==> src/rtl/led_scan_ctrl_if.sv <==
// Signal bundle between the FP adder result source and the 4-digit display sequencer.
interface led_scan_ctrl_if;
  logic        load;
  logic [31:0] value;
  logic        auto_page;
  logic        page_sel;
  logic [3:0]  symbol;
  logic [3:0]  an;
  logic        page;
  logic        pending;

  modport master (
    output load, value, auto_page, page_sel,
    input  symbol, an, page, pending
  );

  modport slave (
    input  load, value, auto_page, page_sel,
    output symbol, an, page, pending
  );
endinterface

==> src/rtl/led_scan_ctrl.sv <==
// 4-digit multiplexed 7-segment scan sequencer with frame-aligned result commit and paging.
// Optional macro LEADING_ZERO_BLANK_EN blanks leading zero digits of the shown page.
module led_scan_ctrl #(
  parameter int unsigned REFRESH_DIV = 50000,
  parameter int unsigned PAGE_FRAMES = 256
) (
  input logic            clk,
  input logic            reset,
  led_scan_ctrl_if.slave bus
);

  localparam int unsigned DW = (REFRESH_DIV > 1) ? $clog2(REFRESH_DIV) : 1;
  localparam int unsigned FW = (PAGE_FRAMES > 1) ? $clog2(PAGE_FRAMES) : 1;
  localparam logic [DW-1:0] DIV_LAST = DW'(REFRESH_DIV - 1);
  localparam logic [FW-1:0] FRM_LAST = FW'(PAGE_FRAMES - 1);

  typedef enum logic [1:0] {DIG0, DIG1, DIG2, DIG3} digit_e;

  digit_e        r_digit;
  digit_e        w_digit_nxt;
  logic [DW-1:0] r_div_cnt;
  logic [FW-1:0] r_frame_cnt;
  logic [FW-1:0] w_frame_nxt;
  logic [31:0]   r_shadow;
  logic [31:0]   r_disp;
  logic [31:0]   w_disp_nxt;
  logic          r_pending;
  logic          r_page;
  logic          w_page_nxt;
  logic [3:0]    r_symbol;
  logic [3:0]    r_an;
  logic [3:0]    w_symbol;
  logic [3:0]    w_an;
  logic [15:0]   w_half;
  logic [1:0]    w_dig_idx;
  logic          w_tick;
  logic          w_boundary;

  assign w_tick     = (r_div_cnt == DIV_LAST);
  assign w_boundary = w_tick && (r_digit == DIG3);

  always_ff @(posedge clk or negedge reset) begin
    if (!reset) begin
      r_div_cnt <= '0;
    end else if (w_tick) begin
      r_div_cnt <= '0;
    end else begin
      r_div_cnt <= r_div_cnt + 1'b1;
    end
  end

  always_ff @(posedge clk or negedge reset) begin
    if (!reset) begin
      r_digit <= DIG0;
    end else begin
      r_digit <= w_digit_nxt;
    end
  end

  always_comb begin
    w_digit_nxt = r_digit;
    if (w_tick) begin
      unique case (r_digit)
        DIG0: w_digit_nxt = DIG1;
        DIG1: w_digit_nxt = DIG2;
        DIG2: w_digit_nxt = DIG3;
        DIG3: w_digit_nxt = DIG0;
      endcase
    end
  end

  // A load on the boundary cycle still commits the old shadow; set wins over clear.
  assign w_disp_nxt = (w_boundary && r_pending) ? r_shadow : r_disp;

  always_ff @(posedge clk or negedge reset) begin
    if (!reset) begin
      r_shadow  <= '0;
      r_disp    <= '0;
      r_pending <= 1'b0;
    end else begin
      if (bus.load) begin
        r_shadow <= bus.value;
      end
      r_disp    <= w_disp_nxt;
      r_pending <= bus.load | (r_pending & ~w_boundary);
    end
  end

  always_comb begin
    w_page_nxt  = r_page;
    w_frame_nxt = r_frame_cnt;
    if (!bus.auto_page) begin
      w_frame_nxt = '0;
      if (w_boundary) begin
        w_page_nxt = bus.page_sel;
      end
    end else if (w_boundary) begin
      if (r_frame_cnt == FRM_LAST) begin
        w_frame_nxt = '0;
        w_page_nxt  = ~r_page;
      end else begin
        w_frame_nxt = r_frame_cnt + 1'b1;
      end
    end
  end

  always_ff @(posedge clk or negedge reset) begin
    if (!reset) begin
      r_frame_cnt <= '0;
      r_page      <= 1'b0;
    end else begin
      r_frame_cnt <= w_frame_nxt;
      r_page      <= w_page_nxt;
    end
  end

  // Outputs derive from next-state values so an/symbol land on the same edge as the digit step.
  assign w_dig_idx = w_digit_nxt;
  assign w_half    = w_page_nxt ? w_disp_nxt[31:16] : w_disp_nxt[15:0];

  always_comb begin
    w_symbol = w_half[{w_dig_idx, 2'b00} +: 4];
    w_an     = ~(4'b0001 << w_dig_idx);
`ifdef LEADING_ZERO_BLANK_EN
    unique case (w_dig_idx)
      2'd1:    if (w_half[15:4] == '0)  w_an = '1;
      2'd2:    if (w_half[15:8] == '0)  w_an = '1;
      2'd3:    if (w_half[15:12] == '0) w_an = '1;
      default: w_an = w_an;
    endcase
`else
    w_an = w_an;
`endif
  end

  always_ff @(posedge clk or negedge reset) begin
    if (!reset) begin
      r_symbol <= '0;
      r_an     <= 4'b1110;
    end else begin
      r_symbol <= w_symbol;
      r_an     <= w_an;
    end
  end

  assign bus.symbol  = r_symbol;
  assign bus.an      = r_an;
  assign bus.page    = r_page;
  assign bus.pending = r_pending;

endmodule

==> src/flat_wrapper.sv <==
// flat-port wrapper written by rule: the top's interface ports become plain ports
module led_scan_ctrl_flat 
#(
  parameter int unsigned REFRESH_DIV = 50000,
  parameter int unsigned PAGE_FRAMES = 256
)
  (clk, reset, bus_load, bus_value, bus_auto_page, bus_page_sel, bus_symbol, bus_an, bus_page, bus_pending);
  led_scan_ctrl_if bus_i ();
  input logic clk;
  input logic reset;
  input wire logic [$bits(bus_i.load)-1:0] bus_load;
  input wire logic [$bits(bus_i.value)-1:0] bus_value;
  input wire logic [$bits(bus_i.auto_page)-1:0] bus_auto_page;
  input wire logic [$bits(bus_i.page_sel)-1:0] bus_page_sel;
  output wire logic [$bits(bus_i.symbol)-1:0] bus_symbol;
  output wire logic [$bits(bus_i.an)-1:0] bus_an;
  output wire logic [$bits(bus_i.page)-1:0] bus_page;
  output wire logic [$bits(bus_i.pending)-1:0] bus_pending;
  assign bus_i.load = bus_load;
  assign bus_i.value = bus_value;
  assign bus_i.auto_page = bus_auto_page;
  assign bus_i.page_sel = bus_page_sel;
  assign bus_symbol = bus_i.symbol;
  assign bus_an = bus_i.an;
  assign bus_page = bus_i.page;
  assign bus_pending = bus_i.pending;
  led_scan_ctrl #(.REFRESH_DIV(REFRESH_DIV), .PAGE_FRAMES(PAGE_FRAMES)) u_core (.clk(clk), .reset(reset), .bus(bus_i));
endmodule
==> config.mk <==
export PLATFORM = sky130hd
export DESIGN_NAME = led_scan_ctrl_flat
export DESIGN_NICKNAME = d
export VERILOG_FILES = /design/src/rtl/led_scan_ctrl_if.sv /design/src/rtl/led_scan_ctrl.sv /design/src/flat_wrapper.sv
export SDC_FILE = /design/constraint.sdc
export NUM_CORES = 1
export LEC_CHECK = 0
export BUFFER_PORTS_ARGS = -buffer_cell sky130_fd_sc_hd__buf_4
export CAP_MARGIN = 40
export CORE_UTILIZATION = 55
export DETAILED_ROUTE_END_ITERATION = 10
export GPL_ROUTABILITY_DRIVEN = 1
export PLACE_DENSITY = 0.71
export SYNTH_ARGS = -nofsm -noshare
export SYNTH_HDL_FRONTEND = slang
export SYNTH_SLANG_ARGS = --single-unit
==> constraint.sdc <==
create_clock -name clk -period 4.21 [get_ports clk]
set_input_delay 0.2105 -clock clk [delete_from_list [all_inputs] [get_ports clk]]
set_output_delay 0.2105 -clock clk [all_outputs]
set_load 0.02 [all_outputs]
# Word-level counts from Yosys, hierarchy flattened
# Index checks and enable logic that the tools add are counted.
# word_totals
regBits	100
out_inout_bits	10
word_cells	39
# op_classes
addsub	2
n_eq_ne	6
shift	2
muxes	12
bitwise	5
reduce_logical	3
# op_table
op	n
$mux 16	2
$mux 32	1
$mux 8	3
$add 16x1->16 const B	1
$eq 16x16->1 const B	1
$shiftx 16x5->4	1
$add 8x1->8 const B	1
$eq 8x8->1 const B	1
$pmux 2 s4	1
$eq 2x2->1 const B	2
$mux 1	4
$not 4->4	1
$shl 1x2->4 const A	1
$eq 2x1->1 const B	1
$logic_and 1x1->1	2
$logic_not 2->1	1
$mux 2	1
$ne 2x1->1 const B	1
$not 1->1	2
$and 1x1->1	1
$or 1x1->1	1

# Logic depth before layout (Yosys ltp)
# Gate-level depths: netlist (run 1).
# depth
ltp_word	6
ltp_mapped	10
mapped_depth_nobuf	9

# Worst setup path before layout (run 1)
# Ideal clock, no wire load.
# synth_path
kind	register to register
from	register u_core.r_digit[1]
to	register u_core.r_symbol[0], in the netlist u_core.bus.symbol[0]
setup_time_ns	0.131
arrival_time_ns	2.270
t_required_ns	4.079
slack_ns	1.809
stages_incl_launch_ff	11
cell_sequence	dfrtp_1 -> ha_1 -> and4_1 -> and4_1 -> buf_4 -> or2b_1 -> nand3_2 -> buf_6 -> mux2i_1 -> o22ai_1 -> or3_1
# synth_via
elab_chain_len	6
elab_cells_between_ends	14
# synth_lines
item	line_no	source
start, declared	led_scan_ctrl.sv:19	digit_e r_digit;
start signal, assigned	led_scan_ctrl.sv:56	r_digit <= w_digit_nxt;
$eq 2x2->1	led_scan_ctrl.sv:40, led_scan_ctrl.sv:63	
$logic_and 1x1->1	led_scan_ctrl.sv:40	assign w_boundary = w_tick && (r_digit == DIG3);
$mux 1 (tied with other cells)	led_scan_ctrl.sv:94	if (w_boundary) begin
$mux 1 or $mux 32 (tied branches)	led_scan_ctrl.sv:92, led_scan_ctrl.sv:73	
$mux 16	led_scan_ctrl.sv:119	assign w_half = w_page_nxt ? w_disp_nxt[31:16] : w_disp_nxt[15:0];
$shiftx 16x5->4 (*)	led_scan_ctrl.sv:122	w_symbol = w_half[{w_dig_idx, 2'b00} +: 4];
via u_core.w_symbol[0]	led_scan_ctrl.sv:32	logic [3:0] w_symbol;
end signal, assigned	led_scan_ctrl.sv:141	r_symbol <= w_symbol;
end, declared	led_scan_ctrl.sv:30	logic [3:0] r_symbol;
# The timed path passes the listed nets; every way through them passes the cells marked *.
# A chain may end at the register's enable or synchronous reset.

# Final worst setup path (run 1)
# layout_path
from	register u_core.r_digit[1]
to	register u_core.r_symbol[2], in the netlist u_core.bus.symbol[2]
# The elaborated chain is that of the path after synthesis.

==> metrics, run 1 <==
status completed; critical-path cell list ha_1 -> and4_1 -> and4_1 -> or2b_1 -> nand3_2 -> mux2i_1 -> o22ai_1 -> or3_1; clock sinks 100; fin crit share 71.4%; delay-heaviest family, CP simple AND/OR/NAND/NOR gates; DRC 0; vias in the first global route 3133; largest family of logic cells by synthesized area simple AND/OR/NAND/NOR gates; Multi-input gate area 1960 µm²; DRT Wirelength 9130 µm; postcts setup bufs 0; Synth Area in Compound Gates 6.79%; commonest cells after routing, fill and taps aside nand2_1, dfrtp_1, buf_4; initial antenna violation count 0; Leak Pwr 2.58 nW; fraction of layout cells with a size suffix above 1 22.1%; post-synthesis adder-cell area fraction 1.37%; setup tns final 0 ps; CP max-delay cell nand3_2; TritonCTS Buffers 9; Detailed Place HPWL 6310 µm; Hold WC Path Type in2reg; Mapped Cells 430; post-synthesis sequential area ratio 54.8%; minimum clock period 3000 ps; Core Util, Final 65.4%; Clock Path Buffers 2; Ports 47; MaxCap Viol Count 0; most common cell after layout, fill and taps aside nand2_1; Die H 93.2 µm; drt pass-1 iters 5; Starting Density 58.0%; CP Buf/Inv Count 0; VDD IR-drop max 0.219 mV; clock latency at the later pin of the worst-skew pair 360 ps; Yosys top cell area share 53.1%; hold slack 71.1 ps; Ys Warns 0; final hold violation count 0; Power Total 0.00167 W; fill cell count 630; post-DR vias/cell 5.53; Reg area 2510 µm²; clk_skew 12.2 ps; CTS tree built; wire length per cell after detailed routing 15.8 µm; Worst EP arrival 3260 ps; Site Rows 32; XOR/XNOR share of the synthesized area 3.26%; Setup-failing EPs final 0; critical path type reg2reg; all-layer global routing usage 23.2%; Worst setup EP type flip-flop; die area 8680 µm²; max frequency 333 MHz; Placeable Area 7890 µm²; Final nets 512; die width 93.2 µm; largest net degree at the start of global routing 65; final slew viol count 0; syn avg cell area 10.6 µm²; Synth Net Count 472; leading area contributor after synthesis dfrtp_1; startpoint types flip-flop; Placer Congestion 0.847; CP dominant cell by count and4_1; EDFF count, synth 0; Power Density 323 nW/µm²; Simple-Gate Fraction of Synth Area 19.0%; clock slew at the register clock pins of the worst setup and hold paths 100 ps; htree depth 3; multiplexer area fraction after synthesis 12.5%; Netlist cell types 41; Max stage delay on crit path 510 ps; RSZ-0062 raised after global routing false; via count of the routed design 3193; Synth Register Bits 100; Worst slew margin 43.2%; Layout area overhead 12.8%; Detail Route Antenna Nets 0; Slew @ Worst Pin 852 ps; global-route wire length before repair 15400 µm; grt ovf 0; DR iter-0 viols 105; worst-path fanout max 21; synth top area cells dfrtp_1, nand2_1, mux2_2; asr flop ratio synth 100%; port buffer count 46; diodes inserted 0; Critical Path RT 4460 ps; CTS root buffer clkbuf_8; predominant post-synthesis flop cell dfrtp_1; synthesized area 4570 µm²
==> cells in the mapped netlist, types with 3 or more instances <==
cell type / number
nand2_1: 112
dfrtp_1: 97
mux2_2: 33
nor2_1: 22
mux2i_1: 20
clkbuf_1: 12
and3_1: 11
nand3_1: 11
xor2_1: 10
a21oi_1: 9
a221oi_1: 8
a22oi_1: 8
o22ai_1: 8
xnor2_1: 7
and2_1: 5
ha_1: 5
nor2b_1: 5
nor3_1: 5
buf_1: 4
or3_1: 4
and4_1: 3
dfstp_2: 3
nand4_1: 3
==> area by class of cell <==
class	instances	area share [%]
timing repair buffer	50	7.32
sequential	100	48.6
clock buffer	11	2.74
tap	102	2.47
inverter	2	0.146
multi-input combinational	307	38.0
clock inverter	5	0.703
==> sequential cells by signal (all words and copies together), names as in the netlist <==
name / flops
u_core.bus.an: 4
u_core.bus.page: 1
u_core.bus.pending: 1
u_core.bus.symbol: 4
u_core.r_digit: 2
u_core.r_disp: 32
u_core.r_div_cnt: 16
u_core.r_frame_cnt: 8
u_core.r_shadow: 32
==> worst register-to-register path: stages (launching register included) <==
cell and delay, ps:
dfrtp_1 480, ha_1 280, and4_1 200, and4_1 400, or2b_1 160, nand3_2 510, mux2i_1 360, o22ai_1 120
or3_1 390
==> power by group <==
part | total (W) | switching, W | internal (W) | leakage [nW]
clock network | 0.000555 | 0.000323 | 0.000232 | 0.0820
registers | 0.00102 | 0.0000280 | 0.000991 | 1.29
logic | 0.0000913 | 0.0000380 | 0.0000533 | 1.21
==> cell families after synthesis <==
logic type	Yosys count
DFF	100
and+or+nand+nor	189
AOI/OAI and AO/OA	43
buffers and inverters	23
xor gates and xnor gates	17
adders and majority gates	5
muxes	53
==> through the flow <==
stage,std cells,instance area [µm²],setup WS (ps)
finish,577,5160,1210
global route,577,5160,984
CTS,577,5160,1220
detailed placement,560,4970,1240
global placement,560,4970,1320
floorplan,430,4570,1810
==> timing repair <==
| item | CTS | global route |
|---|---|---|
| hold endpoints to repair | 61 | 0 |
| hold buffers | 1 | 0 |
| setup endpoints to repair | 0 | 0 |
| resized for setup | 0 | 0 |
==> worst paths after layout <==
kind | from | to | slack (ps) | depth (start not counted)
setup reg to reg | u_core.r_digit[1] | u_core.bus.symbol[2] | 1210 | 8
min in group asynchronous | reset | u_core.r_frame_cnt[2] | 480 | 2
hold / removal | bus_value[12] | u_core.r_shadow[12] | 70 | 2
setup / recovery | u_core.r_digit[1] | u_core.bus.symbol[2] | 1210 | 8
hold reg to reg | u_core.r_div_cnt[0] | u_core.r_div_cnt[0] | 470 | 1
max in group asynchronous | reset | u_core.bus.an[3] | 2720 | 3
==> metal layers <==
layer,routed length [µm],track usage [%]
met5,0,0
met4,109,7.18
met3,491,5.93
met2,4320,36.0
met1,4200,32.1
(Power assumes the default switching activity.)
==> run 2, diff against run 1 <==
- ABC_AREA: not set -> 1
- clock period: 4.21 -> 2.95 ns (I/O delays scaled with it)
==> run 2 against run 1 <==
Effect of this change:
- the flow now finishes with violations (negative hold slack)
- sequential power grew 39%
- fmax grew 34%
- flip-flop and latch count is the same
- synthesized cell count grew 47%
- utilization grew 1.9 points
- count of clock-buffer cells in the layout shrank 2
- synthesized area grew 7.8%
- final area grew 13%
- critical path depth grew 4
- first-iteration DRC count grew 76%
- largest cell class unchanged
==> metrics, run 2 <==
vias in the first global route 4032; VDD IR-drop max 0.220 mV; port buffer count 46; Worst slew margin 58.6%; global-route wire length before repair 18600 µm; leading area contributor after synthesis dfrtp_1; Ports 47; drt pass-1 iters 7; CP max-delay cell nor2_4; Mapped Cells 632; max frequency 445 MHz; die area 9350 µm²; CP dominant cell by count nand2_1; asr flop ratio synth 100%; TritonCTS Buffers 9; DR iter-0 viols 185; critical path type reg2reg; Max stage delay on crit path 510 ps; all-layer global routing usage 24.6%; clock latency at the later pin of the worst-skew pair 380 ps; post-DR vias/cell 5.06; EDFF count, synth 0; commonest cells after routing, fill and taps aside nand2_1, inv_1, dfrtp_1; DRT Wirelength 10700 µm; M1 GR Usage 31.5%; Worst setup EP type flip-flop; most common cell after layout, fill and taps aside nand2_1; MaxCap Viol Count 0; Placeable Area 8680 µm²; Synth top cells by count nand2_1, inv_1, dfrtp_1, o21ai_0, nand4_1; worst-path fanout max 28; diodes inserted 0; CTS root buffer clkbuf_8; wire length per cell after detailed routing 13.1 µm; htree depth 3; fill cell count 738; clock slew at the register clock pins of the worst setup and hold paths 100 ps; initial antenna violation count 0; predominant post-synthesis flop cell dfrtp_1; Site Rows 34; Worst EP arrival 2510 ps; synthesized area 4930 µm²; post-synthesis sequential area ratio 50.8%; final slew viol count 0; startpoint types flip-flop; Slew @ Worst Pin 620 ps; violated checks negative hold slack; die width 96.7 µm; critical-path cell list ha_1 -> nand3_2 -> inv_1 -> nand2_1 -> nor2_4 -> nand4_1 -> nand2_1 -> nand2_1 -> nand3_1 -> nand2_1 -> inv_1 -> nand2_1; DRC 0; Hold WC Path Type in2reg; Placer Congestion 0.896; minimum clock period 2250 ps; Yosys top cell area share 49.2%; Power Density 415 nW/µm²; via count of the routed design 4110; Netlist cell types 32; top flop regs u_core.r_disp (32), u_core.r_shadow (32), u_core.r_div_cnt (16); clock sinks 100; hold slack -2.87 ps; most frequent cell after synthesis nand2_1; synth top area cells dfrtp_1, nand2_1, inv_1; Clock Path Buffers 2; Die H 96.7 µm; Detail Route Antenna Nets 0; fin crit share 76.2%; GR met3 Demand/Resource 4.70%; CTS tree built; Starting Density 56.8%; Setup-failing EPs final 0; Critical Path RT 3210 ps; status finished, violations left; Layout area overhead 18.4%; Most Crowded Layer GR met2; RSZ-0062 raised after global routing false; Final nets 743; final std cells w/o fill 813; grt ovf 0; syn avg cell area 7.80 µm²; final hold violation count 1; Leak Pwr 3.36 nW; clk_skew 19.8 ps; largest net degree at the start of global routing 66; PostCTS Resize Cnt 0; Detailed Place HPWL 7370 µm; setup tns final 0 ps; placed cells 768; Synth Register Bits 100; Synth Net Count 674; GR Layer Usage met2 42.1%; fraction of layout cells with a size suffix above 1 12.8%; Ys Warns 0
## run 2: cell types whose count changed after synthesis, sizes merged, moves of 7 or more
cell / change
mux2: -33
nor2: +13
and3: -10
o22ai: -8
o21ai: +42
nand3: +18
a221oi: -8
mux2i: -20
inv: +141
xnor2: -7
nand4: +30
nand2: +73
a22oi: -8
## run 2: kinds of logic after synthesis
kind of cell             share of synthesized area [%]
adder cells (fa/ha/maj)                           1.27
AO/OA/AOI/OAI                                     6.73
XOR/XNOR                                         0.711
AND/OR/NAND/NOR                                   27.1
buffers and inverters                             13.4
flip-flops                                        50.8
## run 2: worst max-delay path: cells and delay by family, from the launching register on
kind,cells,cell delay (ps)
simple gates,9,1350
flops,1,390
fa+ha+maj,1,220
buf+inv,2,170
## run 2: metal layers
layer	wire length, µm	vias up
li1	-	2068
met1	4790	1939
met2	5370	84
met3	337	19
met4	190	0
met5	0	-
## run 2: layout make-up
type,count,area [µm²],share of cell area [%]
clock buffer,9,124,2.12
clock inverter,6,55.1,0.943
inverter,143,537,9.19
multi-input combinational,366,1770,30.2
sequential,100,2510,42.9
tap,108,135,2.31
timing repair buffer,81,716,12.3
## run 2: worst paths after layout
path	start	to	slack, ps	cells after the start
min in group asynchronous	reset	u_core.r_div_cnt[14]	220	2
hold reg to reg	u_core.r_div_cnt[15]	u_core.r_div_cnt[15]	480	1
setup reg to reg	u_core.r_div_cnt[0]	u_core.bus.symbol[0]	700	12
setup / recovery	u_core.r_div_cnt[0]	u_core.bus.symbol[0]	700	12
max in group asynchronous	reset	u_core.bus.an[1]	2170	3
hold / removal	bus_value[30]	u_core.r_shadow[30]	-3	3
## run 2: repair_timing
| item | CTS | global route |
|---|---|---|
| hold buffers | 30 | 0 |
| endpoints found under the hold margin | 56 | 0 |
| buffers inserted | 0 | 0 |
| setup endpoints to repair | 0 | 0 |
## run 2: metrics by stage
step	hold WS, ps	setup slack (ps)	cell area [µm²]	utilization, %	power [W]
final	-2.87	703	5840	67.3	0.00243
after global placement	312	805	5330	61.4	0.00158
after detailed placement	68.6	737	5360	61.8	0.00159
after global routing	3.24	449	5840	67.3	0.00252
after CTS	1.72	715	5840	67.3	0.00244
after floorplan	-148	1180	4930	-	0.00150
## run 2: where the power goes
part	internal [W]	switching, W	leakage, nW
sequential	0.00141	0.0000100	1.31
combinational	0.0000818	0.0000959	1.97
clock	0.000320	0.000509	0.0862
total	0.00181	0.000615	3.36
